**config.mk**
```make
export PLATFORM = sky130hd
export DESIGN_NAME = gain_split
export DESIGN_NICKNAME = d
export VERILOG_FILES = /design/src/rtl/gain_split.sv
export SDC_FILE = /design/constraint.sdc
export NUM_CORES = 1
export LEC_CHECK = 0
export BUFFER_PORTS_ARGS = -buffer_cell sky130_fd_sc_hd__buf_2
export CAP_MARGIN = 20
export CORE_MARGIN = 2
export CORE_UTILIZATION = 51
export CTS_CLUSTER_SIZE = 20
export DETAILED_ROUTE_END_ITERATION = 12
export PLACE_DENSITY_LB_ADDON = 0.2
export SLEW_MARGIN = 20
export SYNTH_ARGS = -nofsm -noshare
export SYNTH_HDL_FRONTEND = slang
export SYNTH_SLANG_ARGS = --single-unit
```
**constraint.sdc**
```tcl
create_clock -name clk -period 1.75 [get_ports clk]
set_clock_uncertainty 0.2 [all_clocks]
set_input_delay 0.35 -clock clk [delete_from_list [all_inputs] [get_ports clk]]
set_output_delay 0.35 -clock clk [all_outputs]
set_load 0.005 [all_outputs]
```
**src/rtl/gain_split.sv**
```systemverilog
// rtl/gain_split.sv - splits combined ISI value z into coarse index x and fine offset y via restoring division.
// Optional err output guarded by GAIN_SPLIT_ERR_EN.
module gain_split #(
  parameter int bit_isi = 8,
  parameter int g       = 7,
  parameter int bit_g   = $clog2(g)
) (
  input  logic               clk,
  input  logic               clr_n,
  input  logic [bit_isi-1:0] isi_z,
  input  logic               in_valid,
  output logic               in_ready,
  output logic [bit_isi-1:0] isi_x,
  output logic [bit_g-1:0]   isi_y,
  output logic               out_valid,
  input  logic               out_ready
`ifdef GAIN_SPLIT_ERR_EN
  ,
  output logic               err
`endif
);

  localparam int                 CW       = (bit_isi > 1) ? $clog2(bit_isi) : 1;
  localparam logic [CW-1:0]      CNT_INIT = CW'(bit_isi - 1);
  localparam logic [CW-1:0]      CNT_ONE  = CW'(1);
  localparam logic [bit_isi-1:0] ONE_X    = bit_isi'(1);
  localparam logic [bit_g:0]     G_T      = (bit_g + 1)'(g);

  typedef enum logic [1:0] {IDLE, DIV, FIN, DONE} state_t;

  state_t             state_q;
  logic [bit_isi-1:0] d_q;
  logic [bit_g-1:0]   rem_q;
  logic [bit_isi-1:0] quot_q;
  logic [CW-1:0]      cnt_q;
  logic               zero_q;
  logic               in_ready_q;
  logic               out_valid_q;
  logic [bit_isi-1:0] isi_x_q;
  logic [bit_g-1:0]   isi_y_q;
`ifdef GAIN_SPLIT_ERR_EN
  logic               err_q;
`endif

  logic [bit_g:0]     t_d;
  logic               take_d;
  logic [bit_g-1:0]   rem_d;
  logic [bit_isi-1:0] quot_d;

  // One restoring step: t < g whenever it is not subtracted, so it always fits in rem.
  always_comb begin
    t_d    = {rem_q, d_q[bit_isi-1]};
    take_d = (t_d >= G_T);
    rem_d  = take_d ? bit_g'(t_d - G_T) : t_d[bit_g-1:0];
    quot_d = {quot_q[bit_isi-2:0], take_d};
  end

  always_ff @(posedge clk or negedge clr_n) begin
    if (!clr_n) begin
      state_q     <= IDLE;
      d_q         <= '0;
      rem_q       <= '0;
      quot_q      <= '0;
      cnt_q       <= '0;
      zero_q      <= 1'b0;
      in_ready_q  <= 1'b1;
      out_valid_q <= 1'b0;
      isi_x_q     <= '0;
      isi_y_q     <= '0;
`ifdef GAIN_SPLIT_ERR_EN
      err_q       <= 1'b0;
`endif
    end else begin
      case (state_q)
        IDLE: begin
          // Coming back from DONE, in_ready rises one cycle after the output handshake.
          if (!in_ready_q) begin
            in_ready_q <= 1'b1;
          end else if (in_valid) begin
            zero_q     <= (isi_z == '0);
            d_q        <= (isi_z == '0) ? '0 : isi_z - ONE_X;
            rem_q      <= '0;
            quot_q     <= '0;
            cnt_q      <= CNT_INIT;
            in_ready_q <= 1'b0;
            state_q    <= DIV;
          end
        end
        DIV: begin
          d_q    <= d_q << 1;
          rem_q  <= rem_d;
          quot_q <= quot_d;
          if (cnt_q == '0) begin
            state_q <= FIN;
          end else begin
            cnt_q <= cnt_q - CNT_ONE;
          end
        end
        FIN: begin
          if (zero_q) begin
            isi_x_q <= '0;
            isi_y_q <= '0;
          end else begin
            isi_x_q <= quot_q + ONE_X;
            isi_y_q <= rem_q;
          end
`ifdef GAIN_SPLIT_ERR_EN
          err_q       <= zero_q;
`endif
          out_valid_q <= 1'b1;
          state_q     <= DONE;
        end
        DONE: begin
          if (out_ready) begin
            out_valid_q <= 1'b0;
`ifdef GAIN_SPLIT_ERR_EN
            err_q       <= 1'b0;
`endif
            state_q     <= IDLE;
          end
        end
        default: state_q <= IDLE;
      endcase
    end
  end

  assign in_ready  = in_ready_q;
  assign out_valid = out_valid_q;
  assign isi_x     = isi_x_q;
  assign isi_y     = isi_y_q;
`ifdef GAIN_SPLIT_ERR_EN
  assign err       = err_q;
`endif

endmodule

```
After elaboration in Yosys (flattened, before gate mapping)
Cells that the tools add are included.
{"block": "totals", "reg_bits": 38, "inputBits": 12, "out_inout_bits": 13, "elab_cells": 59}
{"block": "classes", "add_sub_neg": 4, "order_cmp": 1, "eq_ne": 8, "n_mux": 26, "n_reduce_logical": 10}
{"cell": "8-bit two-way mux", "n": 6}
{"cell": "8-bit one-hot mux with 2 select lines", "n": 2}
{"cell": "3-bit two-way mux", "n": 7}
{"cell": "3-bit one-hot mux with 2 select lines", "n": 2}
{"cell": "2-bit inequality test (second input constant)", "n": 5}
{"cell": "8-bit by 1-bit adder with 8-bit output (second input constant)", "n": 1}
{"cell": "8-bit zero test", "n": 1}
{"cell": "2-bit two-way mux", "n": 4}
{"cell": "2-bit one-hot mux with 4 select lines", "n": 1}
{"cell": "4-bit AND reduction", "n": 2}
{"cell": "8-bit by 1-bit subtractor with 8-bit output (second input constant)", "n": 1}
{"cell": "3-bit AND reduction", "n": 2}
{"cell": "2-bit equality test (second input constant)", "n": 2}
{"cell": "4-bit by 3-bit greater-or-equal comparator with 1-bit output (second input constant)", "n": 1}
{"cell": "2-bit nonzero test", "n": 2}
{"cell": "3-bit zero test", "n": 1}
{"cell": "1-bit two-way mux", "n": 3}
{"cell": "3-bit by 1-bit subtractor with 3-bit output (second input constant)", "n": 1}
{"cell": "3-bit subtractor (second input constant)", "n": 1}
{"cell": "2-bit by 1-bit equality test with 1-bit output (second input constant)", "n": 1}
{"cell": "2-bit zero test", "n": 1}
{"cell": "1-bit one-hot mux with 2 select lines", "n": 1}
{"cell": "2-bit AND reduction", "n": 1}

Longest topological paths before layout
Gate-level depths: netlist (run 1).
{"block": "logic_depth", "word_depth": 5, "depth_mapped": 7, "depth_no_buf": 7}

Least setup slack after synthesis (run 1)
No wires, ideal clock.
{"block": "synth_timing", "kind": "flip-flop to flip-flop", "start": "reg state_q[0]", "end": "reg d_q[4]", "setup_time_ps": 130, "arrival_time_ps": 1414, "t_required_ps": 1420, "path_slack_ps": 6, "path_stages_with_launch": 8, "n_path_buf": 1, "period_less_slack_ps": 1744, "path_cell_list": "dfrtp_1 > inv_1 > ha_1 > a21boi_2 > nor2_2 > buf_2 > a22oi_1 > o21ai_1"}
{"block": "synth_between", "elab_chain_len": 3, "elab_cells_between_ends": 7, "classes_between": "eq/ne (3); mux (1); reduce/logical (3)"}
{"item": "from (decl)", "line_no": "31", "rtl": "state_t state_q;"}
{"item": "from (signal assigned)", "line_no": "60", "rtl": "state_q <= IDLE;"}
{"item": "from (signal assigned)", "line_no": "86", "rtl": "state_q <= DIV;"}
{"item": "from (signal assigned)", "line_no": "94", "rtl": "state_q <= FIN;"}
{"item": "2-bit by 1-bit equality test with 1-bit output / 2-bit zero test (equally long branches)", "line_no": "74", "rtl": "case (state_q)"}
{"item": "2-bit nonzero test (no source line) / 2-bit inequality test (equally long branches)"}
{"item": "3-bit AND reduction (no source line)"}
{"item": "to (signal assigned)", "line_no": "81", "rtl": "d_q <= (isi_z == '0) ? '0 : isi_z - ONE_X;"}
{"item": "to (signal assigned)", "line_no": "90", "rtl": "d_q <= d_q << 1;"}
{"item": "to (decl)", "line_no": "32", "rtl": "logic [bit_isi-1:0] d_q;"}
Several ways; a longest one is shown, not always the timed one.
A chain may end at the register's enable or synchronous reset.

Final worst setup path (run 1)
{"block": "layout_timing", "start": "reg state_q[1]", "end": "reg d_q[1]"}
The elaborated chain is that of the path after synthesis.

==> results of run 1 <==
per-layer routing:
metal,global-route usage [%],part of all wire [%],up-vias
li1,-,-,728
met2,37.8,53,28
met4,5.59,0.52,0
met5,0,0,-
met3,4.69,3.1,4
met1,24.7,44,736
path summary, 6_finish.rpt:
path	slack [ps]	startpoint	endpoint
max	20	state_q[1]$_DFFE_PN0P_	d_q[1]$_DFFE_PN0P_
min	80	isi_z[0]	d_q[0]$_DFFE_PN0P_
max reg2reg	20	state_q[1]$_DFFE_PN0P_	d_q[1]$_DFFE_PN0P_
min reg2reg	280	d_q[0]$_DFFE_PN0P_	d_q[0]$_DFFE_PN0P_
max in group asynchronous	560	clr_n	in_ready$_DFFE_PN1N_
min in group asynchronous	430	clr_n	cnt_q[0]$_DFFE_PN0P_
flip-flops by register name, summed over array words and instances (netlist names):
name,cells
state_q,2
isi_x,8
zero_q,1
quot_q,8
in_ready,1
cnt_q,3
d_q,8
out_valid,1
rem_q,3
isi_y,3
worst max-delay path, delay by kind of cell (launching register included):
| family | cells | cell delay (ps) |
|---|---|---|
| compound gates | 3 | 440 |
| buf+inv | 2 | 290 |
| simple gates | 1 | 80 |
| fa+ha+maj | 1 | 200 |
| flops | 1 | 410 |
area by class of cell:
cell class | instances | share of cell area, %
Clock inverter | 3 | 1.63
Multi-Input combinational cell | 113 | 38.0
Tap cell | 48 | 2.44
Inverter | 25 | 3.81
Timing Repair Buffer | 45 | 12.6
Clock buffer | 5 | 2.80
Sequential cell | 38 | 38.7
where the power goes:
group,total (mW),internal [mW],switching [mW]
Clock,0.724,0.419,0.304
Combinational,2.21,1.11,1.10
Sequential,1.54,1.25,0.288
metrics by stage:
stage                     TNS [ps]  setup WS, ps  utilization (%)  instance area (sq um)
after floorplan                  0          6.40                -                   1890
after global placement        -344         -61.7             60.2                   2170
after CTS                        0          4.73             64.9                   2340
final                            0          22.4             68.2                   2460
after global routing          -258         -40.5             68.2                   2460
after detailed placement     -1630          -138             60.2                   2170
cell usage in the layout, fill, tap and decap left out, types with 4 or more instances in the layout:
master	instances
dfrtp_1	37
buf_2	24
inv_1	21
buf_4	18
o21ai_1	9
o22ai_1	9
nand2_1	8
xor2_1	8
a22o_1	7
o21ai_0	7
a22oi_1	7
ha_1	7
nor2_1	5
nand3_1	5
xnor2_1	5
clkbuf_8	5
inv_2	4
cell families (layout without fill, tap and decap cells):
logic type / Yosys count / in the layout / share of synthesized area [%]
DFF: 38 / 38 / 50.3
adders and majority gates: 11 / 11 / 7.28
xor gates and xnor gates: 13 / 13 / 6.02
buffers and inverters: 31 / 78 / 6.28
muxes: 2 / 2 / 1.12
AOI/OAI and AO/OA: 54 / 54 / 19.3
and+or+nand+nor: 33 / 33 / 9.66
repair_timing:
item | CTS | global route
hold buffers | 1 | 0
buffers inserted | 1 | 3
hold endpoints to repair | 37 | 0
endpoints found under the setup margin | 22 | 14
gates cloned | 0 | 1
pin swaps | 1 | 6
resized for setup | 8 | 17
==> out/qor.yml, run 1 <==
outcome:
  status: "complete, no violations"
synthesis:
  synth-edff-count: 0
  yosys-top-cells-area: "dfrtp_1 (49%), ha_1 (7.3%), inv_1 (4.8%), xor2_1 (3.7%), a22o_1 (3.2%)"
  synth_top_flop_cell: "dfrtp_1"
  yosys_warnings: 0
  synthCells: 182
  synth.avg_cell_area_sq_um: 10.4
  synth.most_common_cell: "dfrtp_1"
  ys_seq_area_share_pct: 50.3
  ys_ff_latch: 38
  syn_area_sq_um: 1890
  synth_common_cells: "dfrtp_1 (37), inv_1 (24), ha_1 (11)"
  synth_fp_nets: 205
  synth_top_cell_area_share_pct: 48.9
  yosysUniqueCellTypes: 41
  synth_top_cell_by_area: "dfrtp_1"
  async_flop_share_pct: 100
floorplanning:
  die_w_um: 64.9
  core_area_sq_um: 3610
  dieArea_sq_um: 4210
  num_rows: 22
  initial_core_util_pct: 52.5
  dieHeight_um: 64.9
  io-pin-count: 25
cells_and_area:
  layout-drive-gt1-share_pct: 34.1
  regArea_sq_um: 952
  num-fill-cells: 271
  syn_to_final_growth_pct: 30.0
  diodes: 0
  final_nets: 251
  multiInputGateArea_sq_um: 935
  fin_cells: 277
global_routing:
  grt_pass1_wl_um: 6750
  grt_overflow: 0
  grt_pass1_vias: 1495
  antenna_found_initial: 0
  grt_max_degree: 39
  track_usage_pct: 20.8
clock_tree:
  clock_tree.root_cell: "clkbuf_8"
  numCtsBuffers: 5
  cts-htree-levels: 2
  cts.sinks: 38
  clk_latency_ps: 290
  cts_tree: "yes"
  clk_pin_slew_ps: 70
  max-clock-path-buffers: 2
worst_setup_path:
  crit_type: "flip-flop to flip-flop"
  required_ps: 1720
  cp_slowest_cell: "dfrtp_1"
  crit_fanout: 6
  cp-start-kind: "flip-flop"
  cp-end-kind: "flip-flop"
  critPathMaxStageDelay_ps: 410
  arrival_ps: 1700
  crit_chain: "inv_2 > ha_4 > a21boi_4 > nor2_2 > buf_4 > a22oi_1 > o21ai_1"
  ff2ff_path_depth: 7
route:
  drc: 0
  route.vias.total: 1496
  dr.first_iter.drc_count: 40
  via_per_inst: 5.40
  firstDrtPassIters: 4
  wl_per_cell_um: 14.6
  ant_nets: 0
  wirelength_um: 4060
sta:
  post-route-min-period_ps: 1730
  setup_viol: 0
  hold_viol_final: 0
  max_freq_mhz: 579
  finalMaxSlewViolations: 0
  fin_crit_sh_pct: 98.7
  worst_pin_slew_ps: 478
  hold_slack_ps: 83.6
  rsz0062_at_grt: "true"
  relSlewSlack_pct: 68.1
pwr:
  power_density_nw_per_um2: 1820
  leakage_nw: 1.14
  p_total_mw: 4.47
  ir_drop_uv: 1080
placement:
  gp_congestion: 0.765
  dp_hpwl_um: 2810
  portBuffers: 24
  dp_cells: 263
worst_hold_path:
  whs_path_depth: 2
  holdCritPathClass: "primary input to flip-flop"
run:
  max-cap-violations: 0
Note: power is estimated with default switching activity, not from simulation.
==> inputs of run 2 (changes only) <==
- ABC_AREA: not set -> 1
==> out/qor.yml, run 2 <==
sta:
  post-route-min-period_ps: 1670  # was 1730 ps
  fin_crit_sh_pct: 95.5  # was 98.7%
  setup_viol: 0  # unchanged
  max_freq_mhz: 598  # was 579 MHz
  relSlewSlack_pct: 70.5  # was 68.1%
  hold_viol_final: 0  # unchanged
  finalMaxSlewViolations: 0  # unchanged
  setup_ws_ps: 78.3  # was 22.4 ps
  worst_pin_slew_ps: 442  # was 478 ps
worst_setup_path:
  cp-start-kind: "flip-flop"  # unchanged
  arrival_ps: 1650  # was 1700 ps
  required_ps: 1730  # was 1720 ps
  r2r-start: "state_q[0]$_DFFE_PN0P_"  # was state_q[1]$_DFFE_PN0P_
  cp-endpoint: "d_q[6]$_DFFE_PN0P_"  # was d_q[1]$_DFFE_PN0P_
  ff2ff_setup_slack_ps: 80  # was 20 ps
  r2r_end: "d_q[6]$_DFFE_PN0P_"  # was d_q[1]$_DFFE_PN0P_
  crit_type: "flip-flop to flip-flop"  # unchanged
  cp-end-kind: "flip-flop"  # unchanged
  crit_fanout: 5  # was 6
  crit_start: "state_q[0]$_DFFE_PN0P_"  # was state_q[1]$_DFFE_PN0P_
  ff2ff_path_depth: 8  # was 7
synthesis:
  synth-edff-count: 0  # unchanged
  synth_common_cells: "dfrtp_1 (37), nand2_1 (37), inv_1 (34)"  # was dfrtp_1 (37), inv_1 (24), ha_1 (11)
  yosysUniqueCellTypes: 29  # was 41
  synth_top_flop_cell: "dfrtp_1"  # unchanged
  async_flop_share_pct: 100  # unchanged
  synth_top_cell_area_share_pct: 47.7  # was 48.9%
  yosys_warnings: 0  # unchanged
  synth_top_cell_by_area: "dfrtp_1"  # unchanged
  syn_area_sq_um: 1940  # was 1890 sq um
  yosys-top-cells-area: "dfrtp_1 (48%), nand2_1 (7.2%), ha_1 (7.1%), inv_1 (6.6%), o21ai_0 (4.1%)"  # was dfrtp_1 (49%), ha_1 (7.3%), inv_1 (4.8%), xor2_1 (3.7%), a22o_1 (3.2%)
  ys_seq_area_share_pct: 49.0  # was 50.3%
  synthCells: 217  # was 182
  synth_fp_nets: 240  # was 205
  synth_top_family_by_area: "compound AO/OA/AOI/OAI gates"  # unchanged
  synth_compound_area_share_pct: 17.8  # was 19.3%
  synth.avg_cell_area_sq_um: 8.95  # was 10.4 sq um
  ys_ff_latch: 38  # unchanged
  synth_xor_area_share_pct: 2.26  # was 6.02%
  synthAdderAreaFrac_pct: 7.09  # was 7.28%
  muxShareOfSynthArea_pct: 0  # was 1.12%
  yosys.area_share.simple_pct: 15.1  # was 9.66%
floorplanning:
  initial_core_util_pct: 53.0  # was 52.5%
  io-pin-count: 25  # unchanged
  core_area_sq_um: 3660  # was 3610 sq um
  dieArea_sq_um: 4320  # was 4210 sq um
  dieHeight_um: 65.7  # was 64.9 um
  num_rows: 22  # unchanged
  die_w_um: 65.7  # was 64.9 um
route:
  dr.first_iter.drc_count: 87  # was 40
  wl_per_cell_um: 11.4  # was 14.6 um
  route.vias.total: 1506  # was 1,496
  via_per_inst: 4.94  # was 5.40
  ant_nets: 0  # unchanged
  firstDrtPassIters: 4  # unchanged
  wirelength_um: 3470  # was 4060 um
  drc: 0  # unchanged
global_routing:
  grt_max_degree: 20  # was 39
  grt_overflow: 0  # unchanged
  grt_pass1_wl_um: 5970  # was 6750 um
  antenna_found_initial: 0  # unchanged
  track_usage_pct: 18.0  # was 20.8%
  grt_pass1_vias: 1381  # was 1,495
cells_and_area:
  layout_commonest_cell: "nand2_1"  # was dfrtp_1
  layout_common_cells: "nand2_1 (37), dfrtp_1 (36), inv_1 (32), buf_2 (24), o21ai_0 (16)"  # was dfrtp_1 (37), buf_2 (24), inv_1 (21), buf_4 (18)
  final_nets: 279  # was 251
  num-fill-cells: 302  # was 271
  fin_cells: 305  # was 277
  layout-drive-gt1-share_pct: 23.7  # was 34.1%
  multiInputGateArea_sq_um: 845  # was 935 sq um
  diodes: 0  # unchanged
  syn_to_final_growth_pct: 19.3  # was 30.0%
  regArea_sq_um: 953  # was 952 sq um
pwr:
  power_density_nw_per_um2: 1620  # was 1820 nW/um^2
  ir_drop_uv: 930  # was 1080 uV
  leakage_nw: 1.14  # about the same
clock_tree:
  clk_pin_slew_ps: 80  # was 70 ps
  clk_latency_ps: 290  # about the same
  numCtsBuffers: 5  # unchanged
  clock_tree.root_cell: "clkbuf_8"  # unchanged
  cts-htree-levels: 2  # unchanged
  max-clock-path-buffers: 2  # unchanged
  cts_tree: "yes"  # unchanged
  cts.sinks: 38  # unchanged
placement:
  portBuffers: 24  # unchanged
  dp_cells: 293  # was 263
  gp_congestion: 0.795  # was 0.765
  pre_cts_ws_ps: 11.5  # was -138 ps
  dp_hpwl_um: 2580  # was 2810 um
run:
  max-cap-violations: 0  # unchanged
outcome:
  status: "complete, no violations"  # unchanged
worst_hold_path:
  holdCritPathClass: "primary input to flip-flop"  # unchanged
## run 2: cell count changes in the layout (fill, tap and decap cells not counted), moves of 5 or more
cell	delta
a22o_1	-6
a21oi_1	+7
buf_4	-8
o21ai_0	+9
inv_1	+11
o21ai_1	-6
nor2_1	+5
nand2_1	+29
a22oi_1	-5
o21bai_1	+6
nand3_1	+6
## run 2: kinds of logic (layout without fill, tap and decap cells)
| family | count (synthesis) | after routing |
|---|---|---|
| AND/OR/NAND/NOR | 68 | 68 |
| AO/OA/AOI/OAI | 55 | 55 |
| buffers and inverters | 40 | 80 |
| flip-flops | 38 | 38 |
| adder cells (fa/ha/maj) | 11 | 11 |
| XOR/XNOR | 5 | 5 |
## run 2: cell type report
cell class	count	share of cell area (%)
flip-flops and latches	38	41.2
inverters	36	5.94
clock inverters	2	0.540
well taps	48	2.59
clock buffers	6	3.57
multi-input cells	139	36.5
repair buffers	36	9.72
## run 2: critical path: stages, from the launching register on
cell      delay [ps]
dfrtp_2          460
inv_4            100
ha_4             160
nand3_1          110
nand2_2          150
inv_1             90
nand2_1           60
o21ai_0           70
o21bai_1         150
## run 2: routing by layer
metal / up-vias / track usage (%) / share of wire [%]
li1: 790 / - / -
met1: 671 / 23.3 / 48
met2: 41 / 28.5 / 45
met3: 4 / 5.31 / 5.3
met4: 0 / 6.51 / 1.3
met5: - / 0 / 0
## run 2: worst min-delay path by stage
stage              from                     to  slack, ps  depth (start not counted)
2_1_floorplan     clr_n   cnt_q[0]$_DFFE_PN0P_       -150                          0
3_3_place_gp      clr_n  out_valid$_DFFE_PN0P_        110                          1
3_5_place_dp      clr_n  out_valid$_DFFE_PN0P_        120                          1
4_1_cts        isi_z[0]     d_q[0]$_DFFE_PN0P_         60                          2
5_1_grt        isi_z[0]     d_q[0]$_DFFE_PN0P_         60                          2
6_report       isi_z[0]     d_q[0]$_DFFE_PN0P_         70                          2
## run 2: timing repair
action,4_1_cts,5_1_grt
setup buffers,0,3
gates resized for setup,1,7
endpoints found under the hold margin,16,0
hold buffers,1,0
endpoints found under the setup margin,2,13
pin swaps,0,1
## run 2: where the power goes
group          switching, mW  internal, mW
Sequential             0.199          1.23
Combinational          0.936         0.768
Clock                  0.309         0.316
## run 2: stage by stage
step	TNS (ps)	utilization, %	hold WS (ps)	instance area, sq um	total power, mW
floorplan	0	-	-146	1940	2.58
global route	-79.6	63.3	60.4	2320	4.09
CTS	0	61.9	61.6	2270	3.65
global placement	0	59.0	110	2160	2.99
finish	0	63.3	66.7	2320	3.75
detailed placement	0	59.0	125	2160	3.02
==> inputs of run 3 (changes only) <==
- ABC_AREA: 1 -> not set
- CELL_PAD_IN_SITES_DETAIL_PLACEMENT: not set -> 1
- CELL_PAD_IN_SITES_GLOBAL_PLACEMENT: not set -> 1
- CORE_UTILIZATION: 51 -> 40
- CTS_CLUSTER_SIZE: 20 -> not set
==> out/qor.yml, run 3 (synthesized netlist as in run 1, its figures left out) <==
clock_tree:
  numCtsBuffers: 5  # unchanged
  cts.sinks: 38  # unchanged
  max-clock-path-buffers: 2  # unchanged
  clock_tree.root_cell: "clkbuf_8"  # unchanged
  cts_tree: "yes"  # unchanged
  clk_pin_slew_ps: 70  # was 80 ps
  cts-htree-levels: 2  # unchanged
  clk_latency_ps: 290  # about the same
route:
  via_per_inst: 5.37  # was 4.94
  firstDrtPassIters: 4  # unchanged
  wl_per_cell_um: 16.7  # was 11.4 um
  drc: 0  # unchanged
  route.vias.total: 1552  # was 1,506
  dr.first_iter.drc_count: 56  # was 87
  wirelength_um: 4820  # was 3470 um
  ant_nets: 0  # unchanged
global_routing:
  grt_max_degree: 39  # was 20
  antenna_found_initial: 0  # unchanged
  track_usage_pct: 17.8  # was 18.0%
  grt_overflow: 0  # unchanged
  grt_pass1_wl_um: 7370  # was 5970 um
  grt_pass1_vias: 1595  # was 1,381
sta:
  rsz0062_at_grt: "true"
  setup_viol: 2  # was 0
  worst_pin_slew_ps: 483  # was 442 ps
  finalMaxSlewViolations: 0  # unchanged
  relSlewSlack_pct: 67.8  # was 70.5%
  max_freq_mhz: 568  # was 598 MHz
  hold_viol_final: 0  # unchanged
  fin_crit_sh_pct: 101  # was 95.5%
  setup_ws_ps: -9.67  # was 78.3 ps
  post-route-min-period_ps: 1760  # was 1670 ps
run:
  max-cap-violations: 0  # unchanged
cells_and_area:
  regArea_sq_um: 952  # was 953 sq um
  layout_commonest_cell: "dfrtp_1"  # was nand2_1
  syn_to_final_growth_pct: 34.6  # was 19.3%
  layout-drive-gt1-share_pct: 39.6  # was 23.7%
  final_nets: 257  # was 279
  fin_cells: 289  # was 305
  layout_common_cells: "dfrtp_1 (37), buf_2 (24), inv_1 (20), buf_4 (20), o22ai_1 (9)"  # was nand2_1 (37), dfrtp_1 (36), inv_1 (32), buf_2 (24), o21ai_0 (16)
  num-fill-cells: 515  # was 302
  diodes: 0  # unchanged
  multiInputGateArea_sq_um: 955  # was 845 sq um
floorplanning:
  io-pin-count: 25  # unchanged
  die_w_um: 72.8  # was 65.7 um
  initial_core_util_pct: 40.9  # was 53.0%
  num_rows: 25  # was 22
  dieArea_sq_um: 5300  # was 4320 sq um
  core_area_sq_um: 4630  # was 3660 sq um
  dieHeight_um: 72.8  # was 65.7 um
pwr:
  leakage_nw: 1.16  # was 1.14 nW
  ir_drop_uv: 912  # was 930 uV
  power_density_nw_per_um2: 1850  # was 1620 nW/um^2
worst_setup_path:
  arrival_ps: 1770  # was 1650 ps
  crit_type: "flip-flop to flip-flop"  # unchanged
  required_ps: 1760  # was 1730 ps
  cp-end-kind: "flip-flop"  # unchanged
  crit_fanout: 4  # was 5
  cp-start-kind: "flip-flop"  # unchanged
placement:
  gp_congestion: 0.732  # was 0.795
  dp_hpwl_um: 3140  # was 2580 um
  pre_cts_ws_ps: -104  # was 11.5 ps
  portBuffers: 24  # unchanged
  dp_cells: 270  # was 293
worst_hold_path:
  holdCritPathClass: "primary input to flip-flop"  # unchanged
outcome:
  violations: "setup timing"
  status: "complete, but fails checks"  # was complete, no violations
run 3: cell types whose count changed in the layout (fill, tap and decap cells not counted), moves of 6 or more:
cell | before | now
nand2_1 | 37 | 7
nand3_1 | 11 | 5
buf_4 | 10 | 20
a21oi_1 | 9 | 1
o21bai_1 | 6 | 0
a22oi_2 | 0 | 6
inv_1 | 32 | 20
o21ai_0 | 16 | 7
a22o_1 | 1 | 7
run 3: layout make-up:
type                    count  share of cell area [%]
clock buffers               7                    3.39
multi-input cells         113                    37.5
clock inverters             1                   0.197
repair buffers             51                    15.1
flip-flops and latches     38                    37.4
inverters                  25                    3.78
well taps                  54                    2.65
run 3: report_power, final:
part / switching [mW] / internal, mW
Combinational: 1.21 / 1.30
Sequential: 0.327 / 1.25
Clock: 0.311 / 0.318
run 3: per-layer routing:
layer	global-route usage [%]	share of wire, %	vias up
met4	5.56	1.0	0
met5	0	0	-
li1	-	-	738
met2	32.3	55	23
met1	21.0	42	786
met3	3.73	2.3	5
run 3: worst max-delay path: stages (launching register included):
cell	delay [ps]
dfrtp_1	410
buf_6	140
ha_4	160
buf_4	150
a221oi_2	290
buf_4	180
o21ai_1	60
o21ai_1	90
run 3: path summary, 6_finish.rpt:
check	slack (ps)	endpoint	start	depth (start not counted)
min	80	d_q[0]$_DFFE_PN0P_	isi_z[0]	2
max in group asynchronous	560	in_ready$_DFFE_PN1N_	clr_n	3
min reg2reg	310	d_q[0]$_DFFE_PN0P_	d_q[0]$_DFFE_PN0P_	2
max	-10	state_q[0]$_DFFE_PN0P_	state_q[0]$_DFFE_PN0P_	7
min in group asynchronous	440	isi_y[1]$_DFFE_PN0P_	clr_n	3
max reg2reg	-10	state_q[0]$_DFFE_PN0P_	state_q[0]$_DFFE_PN0P_	7
run 3: repair_timing:
action / CTS / global route
resized for setup: 9 / 29
endpoints found under the hold margin: 37 / 0
buffers inserted: 2 / 6
hold buffers: 1 / 0
pin swaps: 1 / 8
setup endpoints to repair: 20 / 26
cloned: 0 / 2
run 3: metrics by stage:
stage	setup TNS (ps)	instance area, sq um	utilization, %	hold WS (ps)	power [mW]
after floorplan	0	1890	-	-146	2.59
after global placement	-209	2190	47.2	221	3.22
after detailed placement	-763	2190	47.2	227	3.36
after CTS	0	2340	50.5	81.1	4.09
after global routing	-435	2550	55.0	87.4	5.06
final	-10.5	2550	55.0	80.8	4.72
